## config.mk

```make
export PLATFORM = sky130hd
export DESIGN_NAME = bist_run_supervisor
export DESIGN_NICKNAME = d
export VERILOG_FILES = /design/src/rtl/bist_run_supervisor.sv
export SDC_FILE = /design/constraint.sdc
export NUM_CORES = 1
export LEC_CHECK = 0
export BUFFER_PORTS_ARGS = -buffer_cell sky130_fd_sc_hd__buf_2
export CORE_MARGIN = 5
export CORE_UTILIZATION = 61
export CTS_CLUSTER_DIAMETER = 200
export DETAILED_ROUTE_END_ITERATION = 12
export PLACE_DENSITY = 0.85
export SLEW_MARGIN = 20
export SYNTH_ARGS = -nofsm -noshare
export SYNTH_HDL_FRONTEND = slang
export SYNTH_SLANG_ARGS = --single-unit
export TNS_END_PERCENT = 30
```

## constraint.sdc

```tcl
create_clock -name Clock -period 3.2 [get_ports Clock]
set_input_delay 0.32 -clock Clock [delete_from_list [all_inputs] [get_ports Clock]]
set_output_delay 0.32 -clock Clock [all_outputs]
set_load 0.05 [all_outputs]
```

## src/rtl/bist_run_supervisor.sv

```systemverilog
// rtl/bist_run_supervisor.sv - push-button launch and run-verdict supervisor for the SRAM BIST engine
//
// Ports:
//   Clock, Resetn            system clock, asynchronous active-low reset
//   PB_start_n               raw active-low push-button, asynchronous to Clock
//   BIST_finish              engine idle/done flag
//   BIST_mismatch            engine sticky mismatch flag
//   BIST_address[17:0]       engine's current SRAM address
//   BIST_start               one-cycle launch pulse to the engine
//   run_busy                 high from launch until the verdict is latched
//   run_pass/fail/timeout    verdict of the last run (at most one set)
//   first_fail_address[17:0] BIST_address when the first mismatch was seen
//   run_count, fail_count    saturating counts of runs and failing/hung runs
module bist_run_supervisor #(
  parameter int DEBOUNCE_CYCLES = 50000,
  parameter int TIMEOUT_CYCLES  = 2097152,
  parameter int CNT_WIDTH       = 8
) (
  input  logic                 Clock,
  input  logic                 Resetn,
  input  logic                 PB_start_n,
  input  logic                 BIST_finish,
  input  logic                 BIST_mismatch,
  input  logic [17:0]          BIST_address,
  output logic                 BIST_start,
  output logic                 run_busy,
  output logic                 run_pass,
  output logic                 run_fail,
  output logic                 run_timeout,
  output logic [17:0]          first_fail_address,
  output logic [CNT_WIDTH-1:0] run_count,
  output logic [CNT_WIDTH-1:0] fail_count
);

  localparam int DW = (DEBOUNCE_CYCLES > 1) ? $clog2(DEBOUNCE_CYCLES) : 1;
  localparam int TW = (TIMEOUT_CYCLES > 1) ? $clog2(TIMEOUT_CYCLES) : 1;
  localparam logic [DW-1:0] DEB_LAST = DW'(DEBOUNCE_CYCLES - 1);
  localparam logic [TW-1:0] TMO_LAST = TW'(TIMEOUT_CYCLES - 1);
  localparam logic [2:0]    ACK_LAST = 3'd7;

  typedef enum logic [2:0] {
    S_IDLE,
    S_LAUNCH,
    S_WAIT_ACK,
    S_RUNNING,
    S_DONE
  } state_e;

  logic                 sync1_q, sync2_q;
  logic                 deb_q, deb_d;
  logic [DW-1:0]        deb_cnt_q, deb_cnt_d;
  logic                 press_q;

  state_e               state_q, state_d;
  logic                 start_q, start_d;
  logic                 busy_q, busy_d;
  logic                 pass_q, pass_d;
  logic                 fail_q, fail_d;
  logic                 tmo_q, tmo_d;
  logic                 seen_q, seen_d;
  logic [17:0]          ffa_q, ffa_d;
  logic [TW-1:0]        cyc_q, cyc_d;
  logic [2:0]           ack_q, ack_d;
  logic [CNT_WIDTH-1:0] runs_q, runs_d;
  logic [CNT_WIDTH-1:0] fails_q, fails_d;

  // The counter only advances while a level change is pending; any return to
  // the debounced level restarts the stability window from zero.
  always_comb begin
    deb_d     = deb_q;
    deb_cnt_d = '0;
    if (sync2_q != deb_q) begin
      if (deb_cnt_q == DEB_LAST) begin
        deb_d = sync2_q;
      end else begin
        deb_cnt_d = deb_cnt_q + 1'b1;
      end
    end
  end

  always_ff @(posedge Clock or negedge Resetn) begin
    if (!Resetn) begin
      sync1_q   <= 1'b1;
      sync2_q   <= 1'b1;
      deb_q     <= 1'b1;
      deb_cnt_q <= '0;
      press_q   <= 1'b0;
    end else begin
      sync1_q   <= PB_start_n;
      sync2_q   <= sync1_q;
      deb_q     <= deb_d;
      deb_cnt_q <= deb_cnt_d;
      press_q   <= deb_q & ~deb_d;
    end
  end

  always_comb begin
    state_d = state_q;
    pass_d  = pass_q;
    fail_d  = fail_q;
    tmo_d   = tmo_q;
    seen_d  = seen_q;
    ffa_d   = ffa_q;
    cyc_d   = cyc_q;
    ack_d   = ack_q;
    runs_d  = runs_q;
    fails_d = fails_q;

    case (state_q)
      S_IDLE: begin
        if (press_q) state_d = S_LAUNCH;
      end
      S_LAUNCH: begin
        pass_d  = 1'b0;
        fail_d  = 1'b0;
        tmo_d   = 1'b0;
        seen_d  = 1'b0;
        ffa_d   = '0;
        cyc_d   = '0;
        ack_d   = '0;
        state_d = S_WAIT_ACK;
      end
      S_WAIT_ACK: begin
        if (!BIST_finish) begin
          state_d = S_RUNNING;
        end else if (ack_q == ACK_LAST) begin
          tmo_d   = 1'b1;
          state_d = S_DONE;
        end else begin
          ack_d = ack_q + 1'b1;
        end
      end
      S_RUNNING: begin
        cyc_d = cyc_q + 1'b1;
        if (BIST_mismatch && !seen_q) begin
          ffa_d  = BIST_address;
          seen_d = 1'b1;
        end
        // Finish is tested first so it wins over a coincident timeout.
        if (BIST_finish) begin
          fail_d  = seen_q | BIST_mismatch;
          pass_d  = ~(seen_q | BIST_mismatch);
          state_d = S_DONE;
        end else if (cyc_q == TMO_LAST) begin
          tmo_d   = 1'b1;
          state_d = S_DONE;
        end
      end
      S_DONE: begin
        if (!(&runs_q)) runs_d = runs_q + 1'b1;
        if ((fail_q || tmo_q) && !(&fails_q)) fails_d = fails_q + 1'b1;
        state_d = S_IDLE;
      end
      default: state_d = S_IDLE;
    endcase

    // The start pulse trails S_LAUNCH by one cycle so it lands after the
    // verdict registers have been cleared.
    start_d = (state_q == S_LAUNCH);
    busy_d  = (state_d != S_IDLE);
  end

  always_ff @(posedge Clock or negedge Resetn) begin
    if (!Resetn) begin
      state_q <= S_IDLE;
      start_q <= 1'b0;
      busy_q  <= 1'b0;
      pass_q  <= 1'b0;
      fail_q  <= 1'b0;
      tmo_q   <= 1'b0;
      seen_q  <= 1'b0;
      ffa_q   <= '0;
      cyc_q   <= '0;
      ack_q   <= '0;
      runs_q  <= '0;
      fails_q <= '0;
    end else begin
      state_q <= state_d;
      start_q <= start_d;
      busy_q  <= busy_d;
      pass_q  <= pass_d;
      fail_q  <= fail_d;
      tmo_q   <= tmo_d;
      seen_q  <= seen_d;
      ffa_q   <= ffa_d;
      cyc_q   <= cyc_d;
      ack_q   <= ack_d;
      runs_q  <= runs_d;
      fails_q <= fails_d;
    end
  end

  assign BIST_start         = start_q;
  assign run_busy           = busy_q;
  assign run_pass           = pass_q;
  assign run_fail           = fail_q;
  assign run_timeout        = tmo_q;
  assign first_fail_address = ffa_q;
  assign run_count          = runs_q;
  assign fail_count         = fails_q;

endmodule

```

==> key figures <==
Worst setup path
  • R2R setup slack: 1090 ps
  • CP startpoint kind: flop
  • CP bufs+invs: 0
  • Crit path DAT: around 2300 ps
  • Delay-heaviest family, CP: simple AND/OR/NAND/NOR gates
  • Crit Path Max Fanout: 18
  • CP Cell Sequence: and3b_1 > nand3_2 > o311ai_0 > o41ai_1
  • CP max stage cell: and3b_1
  • Critical path class: flop to flop
  • RR Endpoint: cyc_q[16]
  • Worst Setup End Kind: flop
  • CP required: 3430 ps
  • Worst r2r path cells: 4
  • RR Startpoint: state_q[0]
  • Critical Path Max Stage Delay: 640 ps

Detailed routing
  • Vias per std cell: 5.663
  • DRC: 0
  • Detail Route Antenna Nets: 0
  • Mean routed wirelength per cell: approximately 15 um
  • Pre-antenna DRT Iters: 4
  • Via Count: around 3,000
  • Drt total wl: 7794 um
  • Initial drt markers: 181

Status
  • Status: complete, no violations

Logic synthesis
  • FF+latch count, synth: just under 90
  • Top_reg_cell synth: dfrtp_1
  • Asr flop ratio synth: between 90% and 100%
  • Dominant cell type by area after synthesis: dfrtp_1
  • YS warnings: 0
  • Synth cell count leaders: dfrtp_1, nand2_1, nand3_1
  • Sequential fraction of the synthesis area: 53.11%
  • Post-synth EDFFs: 0
  • Mapped Cells: 393
  • Cell with the most instances after synthesis: dfrtp_1
  • Mapped cell area: 0.004106 mm^2
  • Syn Nets: 422
  • Mean post-synth cell area: 10.45 um^2
  • Post-synth cell types: 53
  • Yosys top cell area share: roughly half
  • Synth area leaders: dfrtp_1, nand2_1, nand3_1, xnor2_1, xor2_1

Floorplanning
  • Starting Density: 61.46%
  • Chip width: 92.05 um
  • Core box area: 0.006681 mm^2
  • Die area: 0.008472 mm^2
  • Die Y: 92.05 um
  • I/O Pins: 62
  • Rows: 30

Clock tree
  • TritonCTS clock tree: built
  • CTS buffer count: 9
  • Clock Latency Late Sink: between 300 and 400 ps
  • Clk slew on worst S/H paths: 90 ps
  • Postcts setup bufs: 0
  • Deepest level of the CTS H-tree: 3
  • Post_cts resized: 0
  • Root Buffer: clkbuf_8
  • Clk sinks: 87
  • # hold bufs at CTS: 0
  • CTS Buffer Depth: 2

Finish
  • FILL cells: 506
  • Diodes inserted: 0
  • Layout cell share with drive strength beyond 1: 22.76%
  • Post-route cell area: roughly 0.0046 mm^2
  • Area delta synth->final: 13.10%
  • Area of the multi-input gates: 0.001764 mm^2
  • Fin nets: about 480
  • Register area: 0.002181 mm^2

Global routing
  • Vias in the first global route: 3,116
  • Total track usage: about 20%
  • GRT overflow: 0
  • Pin count of the biggest net entering global routing: ~90
  • First-pass GRT wire length: 13,830 um
  • Initial antenna violation count: 0

Placement
  • Routability congestion estimate: 0.7989
  • Detail Placement HPWL: 5421 um
  • Port bufs: 61
  • Placed Area: 0.004420 mm^2

Flow run
  • Max-cap violations: 0

STA
  • Max Freq: roughly 0.47 GHz
  • Slew HR: 49.66%
  • Final Hold Viols: 0
  • Final min period: around 2100 ps
  • Layout Skew: 12.53 ps
  • Final setup fails: 0
  • Slew @ Worst Pin: 755.0 ps
  • RSZ-0062 raised after global routing: false
  • Final period utilization: between 60% and 70%
  • Post-Route Setup TNS: 0 ps
  • Max-slew violation count: 0

Pwr
  • Max VDD drop: 0.5522 mV
  • Cell area power density: 779.1 mW/mm^2
  • Static leakage: 2.283 nW

Worst hold path
  • Worst min-delay path class: primary input to async pin
layout by cell type, fill, tap and decap left out, types with 3 or more instances in the layout:
cell / netlist / routed
xor2_1: 15 / 15
xnor2_1: 16 / 16
mux2_2: 3 / 3
ha_1: 6 / 6
nor3_1: 10 / 10
nor4_1: 6 / 6
and3_1: 11 / 11
inv_1: 15 / 15
nor2_1: 26 / 26
and4_1: 3 / 3
mux2i_1: 9 / 9
dfrtp_1: 84 / 84
a21oi_1: 5 / 5
buf_2: 3 / 60
o21ai_0: 22 / 22
nand4_1: 15 / 15
o31ai_1: 5 / 5
nand2_1: 49 / 49
dfstp_2: 3 / 3
nand3_1: 29 / 29
clkbuf_8: 0 / 9
o21ai_2: 11 / 11
logic make-up after synthesis:
group,synth area share [%]
AO/OA/AOI/OAI,9.263
XOR/XNOR,6.612
adder cells (fa/ha/maj),1.828
buffers and inverters,3.930
flip-flops,53.11
multiplexers,3.016
AND/OR/NAND/NOR,22.24
per-stage QoR:
| step | worst slack, ps | utilization, % | std cells | power [W] | hold slack [ps] |
|---|---|---|---|---|---|
| 6_report | 1087 | 69.51 | 537 | 0.003619 | 21.31 |
| 5_1_grt | 846.5 | 69.51 | 537 | 0.003826 | 51.66 |
| 4_1_cts | 1103 | 69.46 | 537 | 0.003648 | 54.54 |
| 3_5_place_dp | 1092 | 66.16 | 521 | 0.002813 | 351.4 |
| 3_3_place_gp | 1152 | 66.16 | 521 | 0.002760 | 346.3 |
| 2_1_floorplan | 1392 | - | 393 | 0.002549 | 24.41 |
power breakdown:
| group | internal, W | switching (W) | total, W |
|---|---|---|---|
| combinational | 0.000343 | 0.000951 | 0.00129 |
| sequential | 0.00130 | 0.000186 | 0.00149 |
| clock | 0.000444 | 0.000394 | 0.000838 |
| total | 0.00209 | 0.00153 | 0.00362 |
cell type report:
type | instances | share of cell area [%]
sequential | 87 | 46.96
multi-input combinational | 276 | 37.98
tap | 80 | 2.155
clock buffer | 10 | 2.748
timing repair buffer | 62 | 6.870
clock inverter | 6 | 1.994
inverter | 16 | 1.293
routing by layer:
metal  vias up  share of wire, %  global-route usage (%)
met1      1465                46                   26.22
met4         0               1.4                   7.921
li1       1502                 -                       -
met2        65                49                   32.30
met5         -                 0                       0
met3         9               3.7                   4.020
state kept, by name (all words and copies together), names as in the netlist:
| signal | count |
|---|---|
| sync1_q | 1 |
| run_count | 8 |
| sync2_q | 1 |
| first_fail_address | 18 |
| state_q | 3 |
| BIST_start | 1 |
| deb_q | 1 |
| ack_q | 3 |
| run_timeout | 1 |
| run_pass | 1 |
| deb_cnt_q | 16 |
| seen_q | 1 |
| run_busy | 1 |
| fail_count | 8 |
| cyc_q | 21 |
| press_q | 1 |
| run_fail | 1 |
how the worst max path moves through the flow:
stage | endpoint | startpoint | cells past startpoint
6_report | cyc_q[16] | state_q[0] | 4
4_1_cts | cyc_q[16] | state_q[0] | 4
3_3_place_gp | cyc_q[16] | state_q[0] | 4
3_5_place_dp | cyc_q[16] | state_q[0] | 4
2_1_floorplan | run_count[1] | run_count[0] | 4
5_1_grt | cyc_q[16] | state_q[0] | 4
worst reg2reg max path: stages (launching register included):
cell and delay, ps:
dfrtp_1 630, and3b_1 640, nand3_2 280, o311ai_0 340, o41ai_1 120
Note: power is estimated with default switching activity, not from simulation.
